`config.mk`:
```
export PLATFORM = sky130hd
export DESIGN_NAME = m_rf_nwnr
export DESIGN_NICKNAME = d
export VERILOG_FILES = /design/src/rtl/m_rf_nwnr.sv
export SDC_FILE = /design/constraint.sdc
export NUM_CORES = 2
export LEC_CHECK = 0
export BUFFER_PORTS_ARGS = -buffer_cell sky130_fd_sc_hd__buf_4
export CORE_MARGIN = 2
export CORE_UTILIZATION = 40
export CTS_BUF_LIST = sky130_fd_sc_hd__clkbuf_8
export CTS_CLUSTER_DIAMETER = 200
export DETAILED_ROUTE_END_ITERATION = 10
export PLACE_DENSITY = 0.59
export SKIP_CTS_REPAIR_TIMING = 1
export SLEW_MARGIN = 25
export SYNTH_ARGS = -nofsm -noshare
export SYNTH_HDL_FRONTEND = slang
export SYNTH_SLANG_ARGS = --single-unit
```
`constraint.sdc`:
```
create_clock -name CLK -period 38.2 [get_ports CLK]
set_input_delay 1.91 -clock CLK [delete_from_list [all_inputs] [get_ports CLK]]
set_output_delay 1.91 -clock CLK [all_outputs]
set_load 0.05 [all_outputs]
```
`src/rtl/m_rf_nwnr.sv`:
```
// Parameterized multi-port register file with registered, load-enabled read outputs.
// Storage and read registers clear asynchronously on RST; same-edge reads see pre-write data.

module m_rf_nwnr_param_chk #(
    parameter int DW        = 32,
    parameter int AW        = 5,
    parameter int NUM_READ  = 1,
    parameter int NUM_WRITE = 1
) ();

    generate
        if ((NUM_READ < 1) || (NUM_WRITE < 1) || (AW < 1) || (DW < 1)) begin : g_bad_params
            $fatal(1, "m_rf_nwnr: NUM_READ, NUM_WRITE, AW and DW must all be >= 1");
        end
    endgenerate

endmodule

module m_rf_nwnr #(
    parameter int DW        = 32,
    parameter int AW        = 5,
    parameter int NUM_READ  = 1,
    parameter int NUM_WRITE = 1
) (
    input  logic                    CLK,
    input  logic                    RST,
    input  logic [NUM_READ-1:0]     RE,
    input  logic [NUM_READ*AW-1:0]  RADDR,
    output logic [NUM_READ*DW-1:0]  RDATA,
    input  logic [NUM_WRITE-1:0]    WE,
    input  logic [NUM_WRITE*AW-1:0] WADDR,
    input  logic [NUM_WRITE*DW-1:0] WDATA
);

    localparam int DEPTH = 2 ** AW;

    logic [DW-1:0]          mem_r [DEPTH];
    logic [NUM_READ*DW-1:0] rdata_r;

    m_rf_nwnr_param_chk #(
        .DW        (DW),
        .AW        (AW),
        .NUM_READ  (NUM_READ),
        .NUM_WRITE (NUM_WRITE)
    ) u_param_chk ();

    // Storage update: ports applied in ascending order so the highest enabled port wins a collision.
    always_ff @(posedge CLK or posedge RST) begin
        if (RST) begin
            for (int k = 0; k < DEPTH; k++) begin
                mem_r[k] <= {DW{1'b0}};
            end
        end else begin
            for (int j = 0; j < NUM_WRITE; j++) begin
                if (WE[j]) begin
                    mem_r[WADDR[j*AW +: AW]] <= WDATA[j*DW +: DW];
                end
            end
        end
    end

    // Read registers: load on enable, otherwise hold regardless of later storage changes.
    always_ff @(posedge CLK or posedge RST) begin
        if (RST) begin
            rdata_r <= {(NUM_READ*DW){1'b0}};
        end else begin
            for (int i = 0; i < NUM_READ; i++) begin
                if (RE[i]) begin
                    rdata_r[i*DW +: DW] <= mem_r[RADDR[i*AW +: AW]];
                end
            end
        end
    end

    assign RDATA = rdata_r;

endmodule

```
==> results.toml <==
[logic_synthesis]
netlist_area_sq_um = 48200
synthAdderAreaFrac_pct = 0
synth.yosys.warnings = 0
synth-xor-area-share_pct = 0
synth_cell_types = 27
ys_seq_area_share_pct = 54.8
avgSynthCellArea_sq_um = 14.1
synth_top_family_by_area = "multiplexers"
synth.area.mux_share_pct = 35.3
synthesis.instances = 3420
syn_nets = 3466
synthSimpleGateAreaFrac_pct = 1.05
ys_seq_elements = 1056
synth_compound_area_share_pct = 5.32

[drt]
dr_total_vias = 28800
avgViaCountPerCell = 5.59
wirelength_microns = 133000
drt-wirelength-per-cell_microns = 25.7
drt_iter0_drc = 2130
final_antenna_net_count = 0
drtPass1Iterations = 5
drc_errors = 0

[critical_path]
worstPathCellList = "buf_8 > buf_4 > buf_4 > buf_16 > buf_4 > mux2i_1 > a22oi_1 > a21oi_1 > nor4_1 > mux2_2"
cp.required_ns = 38.94
end_kind = "flop"
critical-path-top-delay-family = "buffers and inverters"
path_common_cell = "buf_4"
arrival_ns = 6.19
path_max_fanout = 85
critPathLaunchType = "input port"
crit_buf_inv = 5
slowest_stage = "buf_4"
worstSetupPathType = "input port to flop"
critPathMaxStageDelay_ns = 0.84

[die]
rows = 127
core_sq_um = 120000
start_util_pct = 40.3
fp.dieW_microns = 351
die_h_microns = 351
dieArea_sq_um = 123000
ioPinCount = 78

[placed_design]
placed_cells_incl_taps = 4841
place_area_sq_um = 49800
dp_hpwl_microns = 62900
port_buffers = 77
place_congestion = 0.702

[timing]
rsz0062_at_grt = "false"
fin_crit_ns = 5.45
worstMarginPinSlew_ns = 1.04
post-route-period-util_pct = 14.3
fin_worst_skew_ns = 0.0282
relSlewSlack_pct = 30.6
setup-tns-final_ns = 0
slew_viol_final = 0
final_hold_viol_count = 0
fmax_mhz = 184
finalSetupViolCount = 0

[global_routing]
grt-ovfl-total = 0
grt_pass1_wl_microns = 198000
grtUsageTotal_pct = 21.8
antenna_found_initial = 2
grt_start_max_net_pins = 173
grt_pass1_vias = 29900

[cells_and_area]
final_cell_area_sq_um = 53400
layout-drive-gt1-share_pct = 41.5
syn_to_final_growth_pct = 10.9
fin_nets = 3453
fillers = 10900
final_cells = 5162

[pwr]
p_leak_nw = 25.1
p_per_area_nw_per_um2 = 54.3
vdd_drop_max_uv = 23.6
finalPower_w = 0.00290

[run_status]
status = "complete, no violations"

[flow_run]
cap_violations = 0

[cts]
cts_inserted_buffers = 175
clock_sinks = 1056
tritoncts = "done"
cts_max_level = 4
insertion_delay_ns = 0.87
cts_buffer_depth = 3
cts_root_buf = "clkbuf_8"
clk_pin_slew_ns = 0.06

[worst_hold_path]
hold_class = "flop to flop"
## registers in the layout, indices dropped and copies added (netlist names)
name / count
RDATA: 32
mem_r: 1024
## placed cells by master, fill, tap and decap left out
master,n
or2_2,2
nand2_4,8
inv_6,3
nor3_1,1
or3b_2,1
buf_12,7
mux2i_1,512
nor3b_1,1
nand3_1,2
nor2b_4,2
clkinv_2,10
diode_2,1
nand2b_2,2
buf_4,122
nand3b_1,4
nor2_4,17
and2_4,1
nor2_1,1
nor4_1,32
buf_8,1
mux2_1,9
dfrtp_1,1056
inv_8,3
nor3b_2,3
nand2_2,9
and3_1,1
bufinv_16,1
a22oi_1,256
mux2_2,1047
a21oi_1,128
clkbuf_8,226
buf_16,2
clkinvlp_4,7
nand2_1,1
and3b_1,1
inv_1,70
## metal layers
layer  global-route usage [%]  routed length [microns]  share of wire, %
met5                        0                       13            0.0098
met4                     6.59                     3150               2.4
met3                     3.83                     5470               4.1
met2                     33.7                    60400                46
met1                     31.1                    63600                48
## cells in the mapped netlist
library cell  count  share of area, %
nand3_1           2             0.021
mux2_1            9              0.21
nor2_4            4             0.093
and3b_1           1             0.018
nand3b_1          4             0.062
or2_2             2             0.026
buf_1            23              0.18
nor3_1            1             0.010
and2_1            1             0.013
and3_1            1             0.013
mux2_2         1047                24
inv_1             1            0.0078
buf_2            76              0.79
nor2b_1           2             0.026
mux2i_1         512                11
or3b_2            1             0.018
buf_6            22              0.51
nand2_1          18              0.14
clkbuf_1        148               1.2
nor3b_1           4             0.062
a21oi_1         128               1.3
a22oi_1         256               4.0
buf_4            53              0.83
nand2b_1          2             0.026
dfrtp_1        1056                55
nor2_1           14              0.11
nor4_1           32              0.42
## power by group
| part | switching, W | internal, W |
|---|---|---|
| registers | 0.000107 | 0.00134 |
| logic | 0.000209 | 0.000249 |
| clock network | 0.000463 | 0.000536 |
## cell families after synthesis
family                 after synthesis
multiplexers                      1568
flip-flops                        1056
AO/OA/AOI/OAI                      384
buffers and inverters              323
AND/OR/NAND/NOR                     89
## path summary, 6_finish.rpt
check	cells after the start	slack, ns	from	endpoint
min in group asynchronous	2	1.20	RST	RDATA[31]$_DFFE_PP0P_
setup / recovery	10	32.75	RADDR[0]	RDATA[15]$_DFFE_PP0P_
hold reg to reg	1	0.49	mem_r[372]$_DFFE_PP0P_	mem_r[372]$_DFFE_PP0P_
max in group asynchronous	6	33.25	RST	mem_r[787]$_DFFE_PP0P_
hold / removal	1	0.49	mem_r[372]$_DFFE_PP0P_	mem_r[372]$_DFFE_PP0P_
setup reg to reg	5	36.24	mem_r[857]$_DFFE_PP0P_	RDATA[25]$_DFFE_PP0P_
## metrics by stage
step                hold slack [ns]  util, %  worst slack, ns
floorplan                     0.457        -             6.57
global placement              0.469     41.6            31.68
detailed placement            0.479     41.7            31.81
CTS                           0.492     44.6            32.79
global route                  0.507     44.7            32.56
finish                        0.486     44.7            32.75
## cell type report
class / count / area (sq um) / area share [%]
Clock inverter: 93 / 444 / 0.831
Sequential cell: 1056 / 26400 / 49.4
Antenna cell: 1 / 2.50 / 0.00468
Tap cell: 1612 / 2020 / 3.77
Timing Repair Buffer: 132 / 1130 / 2.11
Inverter: 1 / 11.3 / 0.0211
Clock buffer: 226 / 3110 / 5.82
Multi-Input combinational cell: 2041 / 20300 / 38.0
Power figures use the tool's default switching activity.
